==> src/rtl/fft_seq_pkg.sv <==
// fft_seq_pkg: shared definitions for the FFT sequencer slice.
//   - log2()          : ceiling log2, used for all counter/port widths
//   - state_t         : sequencer FSM states
//   - DEF_N/DEF_BF_LAT: default FFT length and butterfly latency
package fft_seq_pkg;

    localparam int unsigned DEF_N      = 8;
    localparam int unsigned DEF_BF_LAT = 2;

    typedef enum logic [2:0] {
        S_IDLE,
        S_LOAD,
        S_COMPUTE,
        S_DRAIN,
        S_DONE
    } state_t;

    // Ceiling log2; exact for the power-of-two lengths this block accepts.
    function automatic int unsigned log2(input int unsigned v);
        int unsigned r;
        r = 0;
        for (int unsigned p = 1; p < v; p = p << 1) begin
            r++;
        end
        return r;
    endfunction

endpackage

==> src/rtl/fft_seq_if.sv <==
// fft_seq_if: load handshake plus read/write address-generator controls.
//   master : sequencer client (drives i_start, i_load_valid)
//   slave  : fft_seq (drives load ready/address, rd/wr stage/pair/enable,
//            busy and done)
interface fft_seq_if
    import fft_seq_pkg::*;
#(
    parameter int unsigned N = DEF_N
) ();
    localparam int unsigned LW = log2(N);
    localparam int unsigned SW = log2(LW);

    logic          i_start;
    logic          i_load_valid;
    logic          o_load_ready;
    logic [LW-1:0] o_load_addr;
    logic [SW-1:0] o_stage;
    logic [LW-1:0] o_pair;
    logic          o_rd_en;
    logic [SW-1:0] o_wr_stage;
    logic [LW-1:0] o_wr_pair;
    logic          o_wr_en;
    logic          o_busy;
    logic          o_done;

    modport master (
        output i_start, i_load_valid,
        input  o_load_ready, o_load_addr, o_stage, o_pair, o_rd_en,
               o_wr_stage, o_wr_pair, o_wr_en, o_busy, o_done
    );

    modport slave (
        input  i_start, i_load_valid,
        output o_load_ready, o_load_addr, o_stage, o_pair, o_rd_en,
               o_wr_stage, o_wr_pair, o_wr_en, o_busy, o_done
    );
endinterface

==> src/rtl/fft_seq_delay_line.sv <==
// fft_delay_line: DEPTH-stage register pipeline modelling the butterfly
// latency between operand read and result write-back.
//   i_clk, i_rst_n : clock, async active-low reset (clears every stage)
//   i_data         : W-bit word entering the pipe
//   o_data         : i_data delayed by exactly DEPTH cycles
module fft_delay_line #(
    parameter int unsigned DEPTH = 2,
    parameter int unsigned W     = 1
) (
    input  logic         i_clk,
    input  logic         i_rst_n,
    input  logic [W-1:0] i_data,
    output logic [W-1:0] o_data
);
    logic [W-1:0] r_pipe [DEPTH];

    always_ff @(posedge i_clk or negedge i_rst_n) begin
        if (!i_rst_n) begin
            for (int unsigned i = 0; i < DEPTH; i++) begin
                r_pipe[i] <= '0;
            end
        end else begin
            r_pipe[0] <= i_data;
            for (int unsigned i = 1; i < DEPTH; i++) begin
                r_pipe[i] <= r_pipe[i-1];
            end
        end
    end

    assign o_data = r_pipe[DEPTH-1];
endmodule

==> src/rtl/fft_seq.sv <==
// fft_seq: in-place radix-2 FFT sequencer. Loads N samples, then walks
// log2(N) stages of N/2 butterfly pairs, inserting BF_LAT idle read cycles
// after each stage so every write of a stage lands before the next stage
// reads. Write-side controls are the read-side controls delayed BF_LAT.
//   i_clk, i_rst_n : clock, async active-low reset
//   bus (slave)    : start/load handshake, rd/wr stage+pair+enable,
//                    busy, done pulse
module fft_seq
    import fft_seq_pkg::*;
#(
    parameter int unsigned N      = DEF_N,
    parameter int unsigned BF_LAT = DEF_BF_LAT
) (
    input  logic      i_clk,
    input  logic      i_rst_n,
    fft_seq_if.slave  bus
);
    localparam int unsigned LW = log2(N);
    localparam int unsigned SW = log2(LW);
    localparam int unsigned DW = (BF_LAT > 1) ? log2(BF_LAT) : 1;
    localparam int unsigned PW = 1 + SW + LW;

    localparam logic [LW-1:0] LAST_ADDR  = LW'(N - 1);
    localparam logic [LW-1:0] LAST_PAIR  = LW'(N / 2 - 1);
    localparam logic [SW-1:0] LAST_STAGE = SW'(LW - 1);
    localparam logic [DW-1:0] LAST_DRAIN = DW'(BF_LAT - 1);

    state_t        r_state,     w_state_nxt;
    logic [LW-1:0] r_load_addr, w_load_addr_nxt;
    logic [LW-1:0] r_pair,      w_pair_nxt;
    logic [SW-1:0] r_stage,     w_stage_nxt;
    logic [DW-1:0] r_drain,     w_drain_nxt;

    logic          w_load_ready;
    logic          w_rd_en;
    logic [SW-1:0] w_stage_o;
    logic [LW-1:0] w_pair_o;
    logic          w_busy;
    logic          w_done;
    logic [PW-1:0] w_wr_word;

    always_ff @(posedge i_clk or negedge i_rst_n) begin
        if (!i_rst_n) begin
            r_state     <= S_IDLE;
            r_load_addr <= '0;
            r_pair      <= '0;
            r_stage     <= '0;
            r_drain     <= '0;
        end else begin
            r_state     <= w_state_nxt;
            r_load_addr <= w_load_addr_nxt;
            r_pair      <= w_pair_nxt;
            r_stage     <= w_stage_nxt;
            r_drain     <= w_drain_nxt;
        end
    end

    always_comb begin
        w_state_nxt     = r_state;
        w_load_addr_nxt = r_load_addr;
        w_pair_nxt      = r_pair;
        w_stage_nxt     = r_stage;
        w_drain_nxt     = r_drain;
        w_load_ready    = 1'b0;
        w_rd_en         = 1'b0;
        w_stage_o       = '0;
        w_pair_o        = '0;
        w_busy          = 1'b1;
        w_done          = 1'b0;

        case (r_state)
            S_IDLE: begin
                w_busy = 1'b0;
                if (bus.i_start) begin
                    w_state_nxt     = S_LOAD;
                    w_load_addr_nxt = '0;
                end
            end
            S_LOAD: begin
                w_load_ready = 1'b1;
                if (bus.i_load_valid) begin
                    // Wraps to 0 after N-1, leaving the address clean for IDLE.
                    w_load_addr_nxt = r_load_addr + LW'(1);
                    if (r_load_addr == LAST_ADDR) begin
                        w_state_nxt = S_COMPUTE;
                        w_stage_nxt = '0;
                        w_pair_nxt  = '0;
                    end
                end
            end
            S_COMPUTE: begin
                w_rd_en   = 1'b1;
                w_stage_o = r_stage;
                w_pair_o  = r_pair;
                if (r_pair == LAST_PAIR) begin
                    w_state_nxt = S_DRAIN;
                    w_pair_nxt  = '0;
                    w_drain_nxt = '0;
                end else begin
                    w_pair_nxt = r_pair + LW'(1);
                end
            end
            S_DRAIN: begin
                if (r_drain == LAST_DRAIN) begin
                    w_drain_nxt = '0;
                    if (r_stage == LAST_STAGE) begin
                        w_state_nxt = S_DONE;
                        w_stage_nxt = '0;
                    end else begin
                        w_state_nxt = S_COMPUTE;
                        w_stage_nxt = r_stage + SW'(1);
                    end
                end else begin
                    w_drain_nxt = r_drain + DW'(1);
                end
            end
            S_DONE: begin
                w_done      = 1'b1;
                w_state_nxt = S_IDLE;
            end
            default: begin
                w_busy      = 1'b0;
                w_state_nxt = S_IDLE;
            end
        endcase
    end

    fft_delay_line #(
        .DEPTH (BF_LAT),
        .W     (PW)
    ) u_wr_delay (
        .i_clk   (i_clk),
        .i_rst_n (i_rst_n),
        .i_data  ({w_rd_en, w_stage_o, w_pair_o}),
        .o_data  (w_wr_word)
    );

    assign bus.o_load_ready = w_load_ready;
    assign bus.o_load_addr  = r_load_addr;
    assign bus.o_stage      = w_stage_o;
    assign bus.o_pair       = w_pair_o;
    assign bus.o_rd_en      = w_rd_en;
    assign bus.o_wr_en      = w_wr_word[PW-1];
    assign bus.o_wr_stage   = w_wr_word[PW-2 -: SW];
    assign bus.o_wr_pair    = w_wr_word[LW-1:0];
    assign bus.o_busy       = w_busy;
    assign bus.o_done       = w_done;
endmodule

==> src/flat_wrapper.sv <==
// flat-port wrapper written by rule: the top's interface ports become plain ports
module fft_seq_flat import fft_seq_pkg::*;
#(
    parameter int unsigned N      = DEF_N,
    parameter int unsigned BF_LAT = DEF_BF_LAT
)
  (i_clk, i_rst_n, bus_i_start, bus_i_load_valid, bus_o_load_ready, bus_o_load_addr, bus_o_stage, bus_o_pair, bus_o_rd_en, bus_o_wr_stage, bus_o_wr_pair, bus_o_wr_en, bus_o_busy, bus_o_done);
  fft_seq_if #(.N(N)) bus_i ();
  input  logic i_clk;
  input  logic i_rst_n;
  input wire logic [$bits(bus_i.i_start)-1:0] bus_i_start;
  input wire logic [$bits(bus_i.i_load_valid)-1:0] bus_i_load_valid;
  output wire logic [$bits(bus_i.o_load_ready)-1:0] bus_o_load_ready;
  output wire logic [$bits(bus_i.o_load_addr)-1:0] bus_o_load_addr;
  output wire logic [$bits(bus_i.o_stage)-1:0] bus_o_stage;
  output wire logic [$bits(bus_i.o_pair)-1:0] bus_o_pair;
  output wire logic [$bits(bus_i.o_rd_en)-1:0] bus_o_rd_en;
  output wire logic [$bits(bus_i.o_wr_stage)-1:0] bus_o_wr_stage;
  output wire logic [$bits(bus_i.o_wr_pair)-1:0] bus_o_wr_pair;
  output wire logic [$bits(bus_i.o_wr_en)-1:0] bus_o_wr_en;
  output wire logic [$bits(bus_i.o_busy)-1:0] bus_o_busy;
  output wire logic [$bits(bus_i.o_done)-1:0] bus_o_done;
  assign bus_i.i_start = bus_i_start;
  assign bus_i.i_load_valid = bus_i_load_valid;
  assign bus_o_load_ready = bus_i.o_load_ready;
  assign bus_o_load_addr = bus_i.o_load_addr;
  assign bus_o_stage = bus_i.o_stage;
  assign bus_o_pair = bus_i.o_pair;
  assign bus_o_rd_en = bus_i.o_rd_en;
  assign bus_o_wr_stage = bus_i.o_wr_stage;
  assign bus_o_wr_pair = bus_i.o_wr_pair;
  assign bus_o_wr_en = bus_i.o_wr_en;
  assign bus_o_busy = bus_i.o_busy;
  assign bus_o_done = bus_i.o_done;
  fft_seq #(.N(N), .BF_LAT(BF_LAT)) u_core (.i_clk(i_clk), .i_rst_n(i_rst_n), .bus(bus_i));
endmodule
==> config.mk <==
export PLATFORM = sky130hd
export DESIGN_NAME = fft_seq_flat
export DESIGN_NICKNAME = d
export VERILOG_FILES = /design/src/rtl/fft_seq_pkg.sv /design/src/rtl/fft_seq_if.sv /design/src/rtl/fft_seq_delay_line.sv /design/src/rtl/fft_seq.sv /design/src/flat_wrapper.sv
export SDC_FILE = /design/constraint.sdc
export NUM_CORES = 1
export LEC_CHECK = 0
export CORE_AREA = 2 2 51 53
export DETAILED_ROUTE_END_ITERATION = 8
export DIE_AREA = 0 0 53 55
export PLACE_DENSITY = 0.71
export SYNTH_ARGS = -nofsm -noshare
export SYNTH_HDL_FRONTEND = slang
export SYNTH_SLANG_ARGS = --single-unit
==> constraint.sdc <==
create_clock -name i_clk -period 1.7 [get_ports i_clk]
set_clock_uncertainty 0.15 [all_clocks]
set_input_delay 0.34 -clock i_clk [delete_from_list [all_inputs] [get_ports i_clk]]
set_output_delay 0.34 -clock i_clk [all_outputs]
set_load 0.01 [all_outputs]
==> impl_metrics.env <==
export IMPL_arithmetic_cell_share_of_the_synthesized_area_counting_full_adders_half_adders_and_majority_gates_pct=3.50
export IMPL_drive_above_1_share_pct=42.9
export IMPL_synth_seq_cells=24
export IMPL_power_static_leakage_nw=0.791
export IMPL_slew_limit_headroom_pct=80.0
export IMPL_final_period_utilization_pct=108
export IMPL_cts_tree="done"
export IMPL_register_share_of_total_power_pct=33.5
export IMPL_clock_root_buffer="clkbuf_4"
export IMPL_synthMuxAreaShare_pct=1.98
export IMPL_initial_util_pct=45.4
export IMPL_switching_power_mw=0.914
export IMPL_min_period_ps=1840
export IMPL_synthTopCellsByCount="dfrtp_1 (24), and2_1 (8), a22o_1 (6), nor2b_1 (6), buf_4 (5)"
export IMPL_route_antenna_remaining_nets=0
export IMPL_grt_first_pass_wirelength_mm=3.46
export IMPL_syn_avg_cell_area_um2=11.9
export IMPL_finalInstanceArea_um2=1530
export IMPL_detail_route_iter0_violations=23
export IMPL_die_width_um=53
export IMPL_setup_viol_count_final=9
export IMPL_clkSinkCount=24
export IMPL_num_vias=795
export IMPL_power_density_nw_per_um2=1710
export IMPL_via_count_of_the_first_global_routing_pass=761
export IMPL_die_height_um=55
export IMPL_tns_ps=-1010
export IMPL_crit_arrival_ps=1350
export IMPL_area_after_detailed_placement_um2=1330
export IMPL_critical_path_startpoint_type="flop"
export IMPL_grt_antenna_before_repair=0
export IMPL_multi_input_gate_area_um2=478
export IMPL_fillerInstances=199
export IMPL_drc_errors=0
export IMPL_grt_start_max_net_pins=25
export IMPL_postSynth_asyncResetShare_pct=100
export IMPL_synth_yosys_seq_area_share_pct=55.9
export IMPL_groute_usage_overall_pct=17.0
export IMPL_placement_io_buffers=21
export IMPL_postSynthNetCount=97
export IMPL_num_io_pins=22
export IMPL_synth_top_cells_by_area="dfrtp_1 (56%), a22o_1 (4.9%), and2_1 (4.7%), buf_4 (3.5%), ha_1 (3.5%)"
export IMPL_placement_rows=18
export IMPL_compound_gate_portion_of_the_synthesized_area_pct=13.8
export IMPL_synth_largest_area_cell="dfrtp_1"
export IMPL_slew_viol_final=0
export IMPL_postLayoutSetupSlackWorst_ps=-144
export IMPL_syn2layout_area_growth_pct=42.8
export IMPL_cell_count_after_synthesis=90
export IMPL_critical_path_required_ps=1210
export IMPL_routed_wirelength_mm=2.18
export IMPL_internal_power_mw=1.71
export IMPL_timing_worst_slew_pin_value_ps=300
export IMPL_drt_first_pass_iters=4
export IMPL_peak_supply_drop_uv=1010
export IMPL_failing_checks="negative setup slack"
export IMPL_timing_final_hold_violations=0
export IMPL_yosysUniqueCellTypes=33
export IMPL_detail_route_wl_per_cell_um=14.0
export IMPL_setup_worst_path_class="flop to output pin"
export IMPL_comb_power_share_pct=55.1
export IMPL_longest_clk_path_bufs=2
export IMPL_cts_buffers_inserted=3
export IMPL_clock_network_power_share_pct=11.3
export IMPL_synth_edf_count=0
export IMPL_clock_insertion_delay_worst_skew_ps=310
export IMPL_yosys_warnings=0
export IMPL_final_net_count=134
export IMPL_maxClockFrequency_mhz=542
export IMPL_post_synthesis_share_of_cell_area_spent_on_xor_and_xnor_gates_pct=0.816
export IMPL_routed_via_density=5.10
export IMPL_timing_hold_worst_class="flop to flop"
export IMPL_place_congestion=0.795
export IMPL_sw_frac_of_total_pct=34.9
export IMPL_die_area_um2=2920
export IMPL_clk_pin_slew_ps=120
export IMPL_htreeDepth=1
export IMPL_hpwlAfterDp_mm=1.41
export IMPL_core_um2=2360
export IMPL_synthSimpleGateAreaFrac_pct=17.1
export IMPL_yosys_cell_count_top_type="dfrtp_1"
export IMPL_syn_area_um2=1070
export IMPL_synth_top_family_by_area="simple AND/OR/NAND/NOR gates"
export IMPL_run_status="finished, violations left"
export IMPL_critPathCaptureType="output pin"
export IMPL_sequential_cell_area_um2=601
export IMPL_ys_dominant_reg_cell="dfrtp_1"
export IMPL_critical_path_peak_fanout=8
export IMPL_num_antenna_cells=0
export IMPL_synth_top_cell_area_share_pct=55.9
export IMPL_grt_setup_unrepaired="yes"
export IMPL_drv_cap=0
export IMPL_grt_overflow=0
==> cell families (layout without fill, tap and decap cells) <==
family,count (synthesis),in the layout
AOI/OAI and AO/OA,19,19
xor gates and xnor gates,1,1
muxes,2,2
buffers and inverters,12,48
DFF,24,24
and+or+nand+nor,29,29
adders and majority gates,3,3
==> path summary, 6_finish.rpt <==
path | end | from | cells after the start | slack (ps)
hold reg to reg | u_core.u_wr_delay.o_data[2] | u_core.u_wr_delay.r_pipe[8] | 0 | 210
max in group asynchronous | u_core.r_state[1] | i_rst_n | 2 | 950
setup reg to reg | u_core.r_pair[2] | u_core.bus.o_load_addr[1] | 6 | 60
min in group asynchronous | u_core.u_wr_delay.o_data[1] | i_rst_n | 2 | 220
hold / removal | u_core.u_wr_delay.o_data[2] | u_core.u_wr_delay.r_pipe[8] | 0 | 210
setup / recovery | bus_o_stage[0] | u_core.r_state[1] | 4 | -140
==> placed cells by master (no fill, tap or decap), drive strengths merged, types with 2 or more instances in the layout <==
| master | netlist | layout |
|---|---|---|
| nand2 | 2 | 2 |
| o21ai | 4 | 4 |
| clkdlybuf4s50 | 0 | 3 |
| clkbuf | 0 | 5 |
| inv | 4 | 4 |
| nor2b | 6 | 6 |
| a21oi | 2 | 2 |
| dfrtp | 24 | 24 |
| and2 | 8 | 8 |
| o2bb2ai | 2 | 2 |
| a22o | 6 | 6 |
| ha | 3 | 3 |
| dlygate4sd2 | 0 | 5 |
| nand2b | 2 | 2 |
| nor2 | 3 | 3 |
| dlymetal6s2s | 0 | 3 |
| buf | 8 | 27 |
==> what timing repair did <==
| action | CTS | global route |
|---|---|---|
| setup endpoints to repair | 15 | 18 |
| resized for setup | 55 | 21 |
| hold buffers | 0 | 0 |
| setup buffers | 6 | 4 |
| pin swaps | 5 | 6 |
==> power groups by stage <==
stage          combinational (mW)  sequential [mW]  clock [mW]
6_report                     1.44            0.878       0.297
5_1_grt                      1.59            0.901       0.331
4_1_cts                      1.21            0.875       0.313
3_5_place_dp                 1.13            0.895           0
3_3_place_gp                 1.11            0.889           0
2_1_floorplan               0.663            0.894           0
==> registers in the layout, summed over array words and instances, names as in the netlist <==
signal and flops:
u_core.r_pair 3, u_core.u_wr_delay.o_data 6, u_core.bus.o_load_addr 3, u_core.r_drain 1, u_core.r_stage 2, u_core.r_state 3, u_core.u_wr_delay.r_pipe 6
==> critical path, stage by stage (launching register included) <==
cell and delay, ps:
dfrtp_1 440, nor3b_2 170, buf_4 160, and2_4 160
buf_6 110
==> layer usage <==
layer / wire [µm] / vias up / track usage (%) / part of all wire, %
met3: 133 / 4 / 3.23 / 6.1
met2: 1130 / 30 / 29.6 / 52
met1: 879 / 385 / 20.6 / 40
met5: 0 / - / 0 / 0
met4: 36 / 0 / 7.69 / 1.6
li1: - / 376 / - / -
==> layout make-up <==
cell class | instances | area share, %
Inverter | 4 | 0.980
Clock buffer | 4 | 2.37
Tap cell | 30 | 2.45
Timing Repair Buffer | 40 | 23.8
Sequential cell | 24 | 39.2
Multi-Input combinational cell | 54 | 31.2
==> per-stage QoR <==
| stage | hold slack, ps | power [mW] | setup slack, ps | cells | utilization, % |
|---|---|---|---|---|---|
| after global placement | 183 | 2.00 | -172 | 142 | 56.2 |
| final | 215 | 2.62 | -144 | 156 | 64.8 |
| after detailed placement | 190 | 2.02 | -206 | 142 | 56.2 |
| after global routing | 225 | 2.82 | -193 | 156 | 64.8 |
| after floorplan | -106 | 1.56 | 129 | 90 | - |
| after CTS | 215 | 2.40 | -145 | 152 | 60.3 |
No activity file was read; power rests on OpenSTA's default activity.
